**config.mk**
```make
export PLATFORM = sky130hd
export DESIGN_NAME = rc4_prga_decrypt_flat
export DESIGN_NICKNAME = d
export VERILOG_FILES = /design/src/rtl/rc4_prga_decrypt_if.sv /design/src/rtl/rc4_prga_decrypt.sv /design/src/flat_wrapper.sv
export SDC_FILE = /design/constraint.sdc
export NUM_CORES = 1
export LEC_CHECK = 0
export ABC_CLOCK_PERIOD_IN_PS = 1900
export CORE_MARGIN = 2
export CORE_UTILIZATION = 27
export CTS_BUF_LIST = sky130_fd_sc_hd__clkbuf_2 sky130_fd_sc_hd__clkbuf_4 sky130_fd_sc_hd__clkbuf_8
export CTS_CLUSTER_DIAMETER = 150
export DETAILED_ROUTE_END_ITERATION = 7
export SYNTH_ARGS = -nofsm -noshare
export SYNTH_HDL_FRONTEND = slang
export SYNTH_SLANG_ARGS = --single-unit
```
**constraint.sdc**
```tcl
create_clock -name clk -period 1.9 [get_ports clk]
set_input_delay 0.475 -clock clk [delete_from_list [all_inputs] [get_ports clk]]
set_output_delay 0.475 -clock clk [all_outputs]
set_load 0.1 [all_outputs]
```
**src/rtl/rc4_prga_decrypt_if.sv**
```systemverilog
// Bus bundle for the RC4 PRGA decryptor: run handshake plus the S-memory,
// encrypted-ROM and decrypted-RAM ports.
interface rc4_prga_decrypt_if;
  logic       start;
  logic       done;
  logic [7:0] s_addr;
  logic [7:0] s_data;
  logic       s_wren;
  logic [7:0] s_q;
  logic [4:0] enc_addr;
  logic [7:0] enc_q;
  logic [4:0] dec_addr;
  logic [7:0] dec_data;
  logic       dec_wren;

  modport master (
    input  start, s_q, enc_q,
    output done, s_addr, s_data, s_wren, enc_addr, dec_addr, dec_data, dec_wren
  );

  modport slave (
    output start, s_q, enc_q,
    input  done, s_addr, s_data, s_wren, enc_addr, dec_addr, dec_data, dec_wren
  );
endinterface

```
**src/rtl/rc4_prga_decrypt.sv**
```systemverilog
// RC4 keystream generator (PRGA) that XORs the keystream onto an encrypted
// message; S is already key-scheduled and lives in an external 2-cycle-read RAM.
module rc4_prga_decrypt #(
  parameter int MSG_LEN = 32
) (
  input  logic             clk,
  input  logic             reset_n,
  rc4_prga_decrypt_if.master bus
);

  typedef enum logic [3:0] {
    IDLE, RD_SI, WT_SI, LT_SI, RD_SJ, WT_SJ, LT_SJ,
    WR_SI, WR_SJ, RD_F, WT_F, LT_F, WR_OUT, DONE
  } state_t;

  localparam logic [7:0] LAST_K = 8'(MSG_LEN - 1);

  state_t     state_r;
  logic [7:0] i_r;
  logic [7:0] j_r;
  logic [7:0] k_r;
  logic [7:0] si_r;
  logic [7:0] sj_r;
  logic [7:0] f_r;
  logic [7:0] e_r;

  // Sequencer: each transition also loads the registered outputs of the state being entered.
  always_ff @(posedge clk or negedge reset_n) begin
    if (!reset_n) begin
      state_r      <= IDLE;
      i_r          <= 8'd0;
      j_r          <= 8'd0;
      k_r          <= 8'd0;
      si_r         <= 8'd0;
      sj_r         <= 8'd0;
      f_r          <= 8'd0;
      e_r          <= 8'd0;
      bus.done     <= 1'b0;
      bus.s_addr   <= 8'd0;
      bus.s_data   <= 8'd0;
      bus.s_wren   <= 1'b0;
      bus.enc_addr <= 5'd0;
      bus.dec_addr <= 5'd0;
      bus.dec_data <= 8'd0;
      bus.dec_wren <= 1'b0;
    end else begin
      bus.s_wren   <= 1'b0;
      bus.dec_wren <= 1'b0;
      // done follows the DONE state one cycle late, so it drops the cycle after leaving.
      bus.done     <= (state_r == DONE);
      case (state_r)
        IDLE: begin
          j_r <= 8'd0;
          k_r <= 8'd0;
          if (bus.start) begin
            i_r        <= 8'd1;
            bus.s_addr <= 8'd1;
            state_r    <= RD_SI;
          end else begin
            i_r     <= 8'd0;
            state_r <= IDLE;
          end
        end
        RD_SI: state_r <= WT_SI;
        WT_SI: state_r <= LT_SI;
        LT_SI: begin
          si_r       <= bus.s_q;
          j_r        <= j_r + bus.s_q;
          bus.s_addr <= j_r + bus.s_q;
          state_r    <= RD_SJ;
        end
        RD_SJ: state_r <= WT_SJ;
        WT_SJ: state_r <= LT_SJ;
        LT_SJ: begin
          sj_r       <= bus.s_q;
          bus.s_addr <= i_r;
          bus.s_data <= bus.s_q;
          bus.s_wren <= 1'b1;
          state_r    <= WR_SI;
        end
        // When i == j this second write repeats the first, so S is left unchanged.
        WR_SI: begin
          bus.s_addr <= j_r;
          bus.s_data <= si_r;
          bus.s_wren <= 1'b1;
          state_r    <= WR_SJ;
        end
        WR_SJ: begin
          bus.s_addr   <= si_r + sj_r;
          bus.enc_addr <= k_r[4:0];
          state_r      <= RD_F;
        end
        RD_F: state_r <= WT_F;
        WT_F: state_r <= LT_F;
        LT_F: begin
          f_r          <= bus.s_q;
          e_r          <= bus.enc_q;
          bus.dec_addr <= k_r[4:0];
          bus.dec_data <= bus.s_q ^ bus.enc_q;
          bus.dec_wren <= 1'b1;
          state_r      <= WR_OUT;
        end
        WR_OUT: begin
          if (k_r == LAST_K) begin
            state_r <= DONE;
          end else begin
            k_r        <= k_r + 8'd1;
            i_r        <= i_r + 8'd1;
            bus.s_addr <= i_r + 8'd1;
            state_r    <= RD_SI;
          end
        end
        DONE: begin
          if (bus.start) begin
            state_r <= DONE;
          end else begin
            state_r <= IDLE;
          end
        end
        default: state_r <= IDLE;
      endcase
    end
  end

endmodule

```
**src/flat_wrapper.sv**
```systemverilog
// flat-port wrapper written by rule: the top's interface ports become plain ports
module rc4_prga_decrypt_flat 
#(
  parameter int MSG_LEN = 32
)
  (clk, reset_n, bus_start, bus_s_q, bus_enc_q, bus_done, bus_s_addr, bus_s_data, bus_s_wren, bus_enc_addr, bus_dec_addr, bus_dec_data, bus_dec_wren);
  rc4_prga_decrypt_if bus_i ();
  input  logic clk;
  input  logic reset_n;
  input wire logic [$bits(bus_i.start)-1:0] bus_start;
  input wire logic [$bits(bus_i.s_q)-1:0] bus_s_q;
  input wire logic [$bits(bus_i.enc_q)-1:0] bus_enc_q;
  output wire logic [$bits(bus_i.done)-1:0] bus_done;
  output wire logic [$bits(bus_i.s_addr)-1:0] bus_s_addr;
  output wire logic [$bits(bus_i.s_data)-1:0] bus_s_data;
  output wire logic [$bits(bus_i.s_wren)-1:0] bus_s_wren;
  output wire logic [$bits(bus_i.enc_addr)-1:0] bus_enc_addr;
  output wire logic [$bits(bus_i.dec_addr)-1:0] bus_dec_addr;
  output wire logic [$bits(bus_i.dec_data)-1:0] bus_dec_data;
  output wire logic [$bits(bus_i.dec_wren)-1:0] bus_dec_wren;
  assign bus_i.start = bus_start;
  assign bus_i.s_q = bus_s_q;
  assign bus_i.enc_q = bus_enc_q;
  assign bus_done = bus_i.done;
  assign bus_s_addr = bus_i.s_addr;
  assign bus_s_data = bus_i.s_data;
  assign bus_s_wren = bus_i.s_wren;
  assign bus_enc_addr = bus_i.enc_addr;
  assign bus_dec_addr = bus_i.dec_addr;
  assign bus_dec_data = bus_i.dec_data;
  assign bus_dec_wren = bus_i.dec_wren;
  rc4_prga_decrypt #(.MSG_LEN(MSG_LEN)) u_core (.clk(clk), .reset_n(reset_n), .bus(bus_i));
endmodule
```
Word level (Yosys, flattened, before mapping)
Cells that the tools add are included.
{"block": "totals", "register_bits": 81, "latch_bits": 0, "ram_bits": 0, "romBits": 0, "input_bits": 19, "output_inout_bits": 37, "n_memories": 0}
{"block": "classes", "n_addsub": 4, "mul": 0, "div": 0, "magnitude_cmp": 0, "eq_ne": 16, "shift": 0, "muxes": 15, "n_bitwise": 1, "n_reduce_logical": 8}
{"op": "8-bit one-hot mux with 2 select lines", "n": 4}
{"op": "4-bit one-hot mux with 14 select lines", "n": 1}
{"op": "8-bit one-hot mux with 6 select lines", "n": 1}
{"op": "4-bit == test, second input constant", "n": 6}
{"op": "8-bit 2-to-1 mux", "n": 3}
{"op": "8-bit by 1-bit adder with 8-bit output, second input constant", "n": 2}
{"op": "8-bit adder", "n": 2}
{"op": "4-bit by 3-bit == test with 1-bit output, second input constant", "n": 4}
{"op": "4-bit by 2-bit == test with 1-bit output, second input constant", "n": 2}
{"op": "8-bit by 5-bit == test with 1-bit output, second input constant", "n": 1}
{"op": "4-bit 2-to-1 mux", "n": 2}
{"op": "8-bit bitwise XOR", "n": 1}
{"op": "2-bit nonzero test", "n": 3}
{"op": "6-bit nonzero test", "n": 1}
{"op": "4-bit by 1-bit == test with 1-bit output, second input constant", "n": 1}
{"op": "4-bit zero test", "n": 1}
{"op": "1-bit 2-to-1 mux", "n": 4}
{"op": "2-bit inequality test, second input constant", "n": 2}
{"op": "3-bit AND reduction", "n": 1}
{"op": "2-bit AND reduction", "n": 1}
{"op": "2-bit OR reduction", "n": 1}

Depth between registers and ports, before layout
Gate-level depths: netlist of run 1.
{"block": "depth", "ltp_word": 3, "depth_mapped": 7}

Worst setup path after synthesis of run 1
No wires, ideal clock.
{"block": "synth_path", "path_kind": "input-to-reg", "startpoint": "input bus_s_q[0]", "endpoint": "register u_core.bus.s_addr[6]", "setup_time_ns": 0.069, "arrival_ns": 2.057, "slack_ns": -0.226, "stages": 7, "n_path_buf": 0, "cell_sequence": "ha_1 -> fa_1 -> a211oi_1 -> nor2_1 -> or4_1 -> nand3_1 -> a221o_1"}
{"block": "synth_via", "elab_chain_cells": 2}
{"element": "start: declaration", "line_no": "flat_wrapper.sv:11", "text": "input wire logic [$bits(bus_i.s_q)-1:0] bus_s_q;"}
{"element": "8-bit adder", "line_no": "rc4_prga_decrypt.sv:69", "text": "bus.s_addr <= j_r + bus.s_q;"}
{"element": "8-bit one-hot mux with 6 select lines", "line_no": "rc4_prga_decrypt.sv:51", "text": "case (state_r)"}
{"element": "end signal: assignment", "line_no": "rc4_prga_decrypt.sv:69"}
{"element": "end signal: assignment", "line_no": "rc4_prga_decrypt.sv:76", "text": "bus.s_addr <= i_r;"}
{"element": "end signal: assignment", "line_no": "rc4_prga_decrypt.sv:83", "text": "bus.s_addr <= j_r;"}
{"element": "end: declaration", "line_no": "rc4_prga_decrypt_if.sv:18", "text": "output done, s_addr, s_data, s_wren, enc_addr, dec_addr, dec_data, dec_wren"}
Every way passes these cells.
A chain may end at the register's enable or synchronous reset.

Worst setup path in the final report of run 1
{"block": "layout_path", "startpoint": "register u_core.sj_r[0]", "endpoint": "register u_core.bus.s_addr[6]"}
{"block": "layout_via", "elab_chain_cells": 2}
{"element": "start: declaration", "line_no": "rc4_prga_decrypt.sv:23", "text": "logic [7:0] sj_r;"}
{"element": "start signal: assignment", "line_no": "rc4_prga_decrypt.sv:75", "text": "sj_r <= bus.s_q;"}
{"element": "8-bit adder", "line_no": "rc4_prga_decrypt.sv:89", "text": "bus.s_addr <= si_r + sj_r;"}
{"element": "8-bit one-hot mux with 6 select lines", "line_no": "rc4_prga_decrypt.sv:51"}
{"element": "end signal: assignment", "line_no": "rc4_prga_decrypt.sv:69"}
{"element": "end signal: assignment", "line_no": "rc4_prga_decrypt.sv:83"}
{"element": "end signal: assignment", "line_no": "rc4_prga_decrypt.sv:89"}
Every way passes these cells.

==> flow_summary.yaml, run 1 <==
synth:
  synthDominantCellAreaShare: 0.456
  synth_top_cell_by_area: "dfrtp_1"
  syn-num-nets: 502
  ys_top_cells_by_area: "dfrtp_1 (46%), nand2_1 (9.9%), ha_1 (4.5%)"
  avgSynthCellArea_sq_um: 9.57
  synth_edf_count: 0
  synth_seq_area_share: 0.456
  synthArstFlopShare: 1.00
  yosys_warnings: 0
  synth_cell_types: 67
  synth_area_sq_mm: 0.00445
  synthCells: 465
  synth_ff_type: "dfrtp_1"
  ys_ff_latch: 81
cells_and_area:
  mostFrequentLayoutCell: "nand2_1"
  fill_cells: 1599
  drive_gt1_frac: 0.281
  diodes: 0
  stdcell_area_sq_mm: 0.00638
  area_growth_pct: 43.3
  layout_common_cells: "nand2_1 (117), dfrtp_1 (79), buf_4 (66)"
  nNetsFinal: 615
  fin_util: 0.398
power_and_ir_drop:
  vdd_drop_max_v: 0.000899
  powerDensity_mw_per_mm2: 1760
  leakage_nw: 3.00
clock_network:
  cts_sinks: 81
  htree_num_levels: 3
  clock_latency_ns: 0.37
  clkSlewWorstSetupHoldPaths_ns: 0.09
  cts_tree: "built"
  clockBufferDepth: 2
  clock-root-buffer: "clkbuf_8"
  cts_buffers: 9
worst_setup_path:
  reg2regPathDepth: 7
  slowest_stage: "dfrtp_1"
  crit_fanout: 3
  r2r_end: "u_core.bus.s_addr[6]$_DFFE_PN0P_"
  slowest_delay_ns: 0.39
  rrSetupSlack_ns: -0.24
  crit_path_start: "u_core.sj_r[0]$_DFFE_PN0P_"
  cp.arrival_ns: 2.39
  r2r_start: "u_core.sj_r[0]$_DFFE_PN0P_"
  worstSetupStartpointType: "register"
  crit_family: "compound AO/OA/AOI/OAI gates"
  crit_cells: 7
  worst_setup_path_end_kind: "register"
  worstPathRequired_ns: 2.15
  crit_buf_inv: 0
  path_class: "register to register"
  crit_chain: "ha_2 > fa_2 > a211oi_2 > nor4b_1 > o31ai_1 > nand3_1 > a221o_1"
global_routing:
  grt_pass1_vias: 4028
  grt_pass1_wl_um: 21100
  overflow: 0
  track_usage: 0.151
  grt_max_degree: 26
  antenna_found_initial: 0
floorplan:
  die_x_um: 132
  fp.dieH_um: 132
  core-area_sq_mm: 0.0160
  io-pin-count: 56
  start_util: 0.278
  die_area_sq_mm: 0.0175
  rows: 46
min_path:
  hold_class: "input pin to async pin"
run:
  drv_cap: 0
route:
  wl_per_cell_um: 16.1
  wl_um: 12900
  drtPass1Iterations: 8
  drc: 0
  avgViaCountPerCell: 4.96
  drt_iter0_markers: 228
  ant_nets: 0
  num_vias: 3961
sta:
  fin_tns_setup_ns: -0.569
  tightest_slew_ns: 0.398
  skew_ns: 0.0197
  fin_crit_sh: 1.13
  fmax_ghz: 0.467
  rsz0062_at_grt: "true"
  whs_ns: 0.0172
  hold_viol_final: 0
  finalSetupViolCount: 5
  layout_min_cycle_time_ns: 2.14
  setup_slack_ns: -0.240
  slew_viol_final: 0
  slew_headroom: 0.733
placement:
  numPortBuffers: 55
  hpwl_um: 9690
  dpl-instance-area_sq_mm: 0.00606
  dpl_worst_slack_ns: -0.675
  gp_congestion: 0.883
outcome:
  violations: "setup timing"
  status: "complete, but fails checks"
==> cell usage after synthesis, drive strengths merged (5+ instances only) <==
library cell,instances
inv,7
xor2,6
clkbuf,6
ha,16
a211oi,11
nand3,10
nand2,118
xnor2,15
nand4,5
o21a,5
buf,16
dfrtp,81
a22oi,10
a21oi,16
nor2,24
a21o,9
nor3,9
o21ai,31
==> metal layers <==
metal | GRT usage | routed length, um
met4 | 0.0448 | 142
met3 | 0.0315 | 643
met5 | 0 | 0
met1 | 0.202 | 5990
met2 | 0.246 | 6080
==> area by class of cell <==
class                           instances  area, sq um  area share
Clock buffer                            9          124      0.0194
Clock inverter                          7         68.8      0.0108
Inverter                                7         26.3     0.00412
Multi-Input combinational cell        355         2380       0.373
Sequential cell                        81         2030       0.318
Tap cell                              216          270      0.0424
Timing Repair Buffer                  124         1480       0.232
==> timing repair <==
action / in CTS / in global routing
pin swaps: 2 / 3
setup endpoints to repair: 13 / 10
buffers inserted: 0 / 4
hold buffers: 0 / 0
resized for setup: 9 / 13
==> worst reg2reg max path: stages (launching register included) <==
cell,delay [ns]
dfrtp_1,0.39
ha_2,0.20
fa_2,0.38
a211oi_2,0.23
nor4b_1,0.08
o31ai_1,0.33
nand3_1,0.12
a221o_1,0.30
==> where the power goes <==
part           internal [mW]  total (mW)  switching, mW
registers               2.28        2.87          0.591
clock network          0.605        1.29          0.685
logic                   2.88        7.07           4.19
==> how the worst max path moves through the flow <==
| stage | to | slack, ns |
|---|---|---|
| 2_1_floorplan | u_core.bus.s_addr[6]$_DFFE_PN0P_ | -0.06 |
| 3_3_place_gp | u_core.bus.s_addr[6]$_DFFE_PN0P_ | -0.67 |
| 3_5_place_dp | u_core.bus.s_addr[5]$_DFFE_PN0P_ | -0.67 |
| 4_1_cts | u_core.bus.s_addr[6]$_DFFE_PN0P_ | -0.23 |
| 5_1_grt | u_core.bus.s_addr[6]$_DFFE_PN0P_ | -0.34 |
| 6_report | u_core.bus.s_addr[6]$_DFFE_PN0P_ | -0.24 |
==> cells by family after synthesis <==
kind of cell	synth area share
simple gates	0.224
buf+inv	0.0357
fa+ha+maj	0.0540
compound gates	0.180
mux	0.00928
flops	0.456
xor+xnor	0.0414
==> per-stage QoR <==
stage	instances	power, mW
after floorplan	465	7.18
after global placement	779	9.64
after detailed placement	779	9.76
after CTS	795	11.1
after global routing	799	11.9
final	799	11.2
==> registers in the layout, indices dropped and copies added (netlist names), 8 cells and up <==
| register | count |
|---|---|
| u_core.i_r | 8 |
| u_core.bus.s_data | 8 |
| u_core.bus.s_addr | 8 |
| u_core.bus.dec_data | 8 |
| u_core.sj_r | 8 |
| u_core.k_r | 8 |
| u_core.j_r | 8 |
| u_core.si_r | 8 |
No activity file was read; power rests on OpenSTA's default activity.
==> inputs of run 2 (changes only) <==
- CORE_UTILIZATION: 27 -> 46
- PLACE_DENSITY: not set -> 0.71
==> flow_summary.yaml, run 2 (synthesis results as in run 1) <==
sta:
  finalSetupViolCount: 5
  rsz0062_at_grt: "true"
  whs_ns: 0.103
  slew_viol_final: 0
  skew_ns: 0.0117
  setup_slack_ns: -0.196
  layout_min_cycle_time_ns: 2.10
  fmax_ghz: 0.477
  slew_headroom: 0.678
  hold_viol_final: 0
  tightest_slew_ns: 0.481
  fin_crit_sh: 1.10
placement:
  dp.cells: 686
  hpwl_um: 8710
  gp_congestion: 0.971
  numPortBuffers: 55
outcome:
  violations: "setup timing"
  status: "complete, but fails checks"
worst_setup_path:
  worstSetupStartpointType: "register"
  worstPathRequired_ns: 2.15
  path_class: "register to register"
  worst_setup_path_end_kind: "register"
  cp.arrival_ns: 2.35
  crit_fanout: 2
floorplan:
  core-area_sq_mm: 0.00933
  die_x_um: 102
  fp.dieH_um: 102
  io-pin-count: 56
  die_area_sq_mm: 0.0105
  start_util: 0.477
  rows: 35
cells_and_area:
  nNetsFinal: 616
  layout_common_cells: "nand2_1 (117), dfrtp_1 (80), buf_4 (67)"
  area_growth_pct: 42.3
  drive_gt1_frac: 0.296
  diodes: 0
  mostFrequentLayoutCell: "nand2_1"
  stdcell_count: 713
route:
  wl_um: 12600
  ant_nets: 0
  wl_per_cell_um: 17.7
  num_vias: 4011
  drtPass1Iterations: 5
  avgViaCountPerCell: 5.63
  drt_iter0_markers: 358
  drc: 0
global_routing:
  track_usage: 0.246
  antenna_found_initial: 0
  overflow: 0
  grt_max_degree: 82
  grt_pass1_vias: 4039
  grt_pass1_wl_um: 19800
power_and_ir_drop:
  p_sw_mw: 5.68
  p_seq_frac: 0.248
  switching_share: 0.490
  leakage_nw: 2.98
  powerDensity_mw_per_mm2: 1830
  finalPower_mw: 11.6
  pwr-share-clk: 0.114
  vdd_drop_max_v: 0.00111
  power.internal_mw: 5.92
  p_comb_frac: 0.638
clock_network:
  clockBufferDepth: 2
  clock_latency_ns: 0.37
  clock-root-buffer: "clkbuf_8"
  clkSlewWorstSetupHoldPaths_ns: 0.09
  cts_buffers: 9
  htree_num_levels: 3
  cts_tree: "built"
  cts_sinks: 81
run:
  drv_cap: 0
min_path:
  hold_class: "input pin to async pin"
run 2: cell count changes in the layout (fill, tap and decap cells not counted), moves of 2 or more:
cell | previous run | this run
a211oi_2 | 5 | 3
a211oi_4 | 0 | 2
buf_12 | 41 | 38
buf_6 | 0 | 2
clkinv_2 | 3 | 1
clkinv_4 | 0 | 3
ha_1 | 13 | 7
ha_2 | 1 | 4
ha_4 | 2 | 5
o21ai_0 | 29 | 26
o21ai_2 | 1 | 3
xnor2_1 | 13 | 15
xnor2_2 | 2 | 0
run 2: power groups by stage:
stage | sequential [mW] | clock (mW) | combinational, mW
2_1_floorplan | 4.52 | 0 | 2.66
3_3_place_gp | 2.84 | 0 | 6.64
3_5_place_dp | 2.87 | 0 | 6.79
4_1_cts | 2.85 | 1.32 | 7.04
5_1_grt | 2.94 | 1.40 | 7.85
6_report | 2.88 | 1.32 | 7.40
run 2: repair_timing:
action	4_1_cts	5_1_grt
hold buffers	0	0
pin swaps	12	12
resized for setup	20	19
setup buffers	3	9
endpoints found under the setup margin	10	21
run 2: worst paths after layout:
check                                           startpoint  slack [ns]  cells after the start                                to
worst max-delay path            u_core.sj_r[0]$_DFFE_PN0P_       -0.20                      7  u_core.bus.s_addr[6]$_DFFE_PN0P_
worst min-delay path                               reset_n        0.10                      2         u_core.k_r[6]$_DFFE_PN0P_
worst max register to register  u_core.sj_r[0]$_DFFE_PN0P_       -0.20                      7  u_core.bus.s_addr[6]$_DFFE_PN0P_
worst min register to register  u_core.sj_r[4]$_DFFE_PN0P_        0.50                      2        u_core.sj_r[4]$_DFFE_PN0P_
max in group asynchronous                          reset_n        1.42                      2  u_core.bus.s_addr[0]$_DFFE_PN0P_
min in group clk                u_core.sj_r[4]$_DFFE_PN0P_        0.50                      2        u_core.sj_r[4]$_DFFE_PN0P_
run 2: area by class of cell:
cell class                      instances  area [sq um]
Fill cell                             701          3000
Multi-Input combinational cell        355          2450
Sequential cell                        81          2030
Timing Repair Buffer                  125          1460
Tap cell                              129           161
Clock buffer                           10           131
Clock inverter                          6          68.8
Inverter                                7          26.3
run 2: through the flow:
step	cell area, sq um	setup WS, ns	setup TNS, ns	utilization
finish	6330	-0.196	-0.561	0.678
global route	6330	-0.249	-0.903	0.678
CTS	6170	-0.207	-0.555	0.662
detailed placement	5880	-0.655	-6.15	0.630
global placement	5880	-0.647	-5.56	0.630
floorplan	4480	-0.0625	-0.0967	-
run 2: critical path, stage by stage, from the launching register on:
cell and delay (ns):
dfrtp_1 0.39, ha_2 0.20, fa_2 0.37, a211oi_4 0.25, nor4b_2 0.09, o31ai_2 0.25, nand3_1 0.12, a221o_1 0.30
run 2: per-layer routing:
metal,part of all wire,GRT usage,up-vias,wire (um)
met4,0.035,0.133,0,439
met3,0.056,0.0342,41,706
li1,-,-,1880,-
met2,0.47,0.384,168,5960
met5,0,0,-,0
met1,0.44,0.332,1922,5510
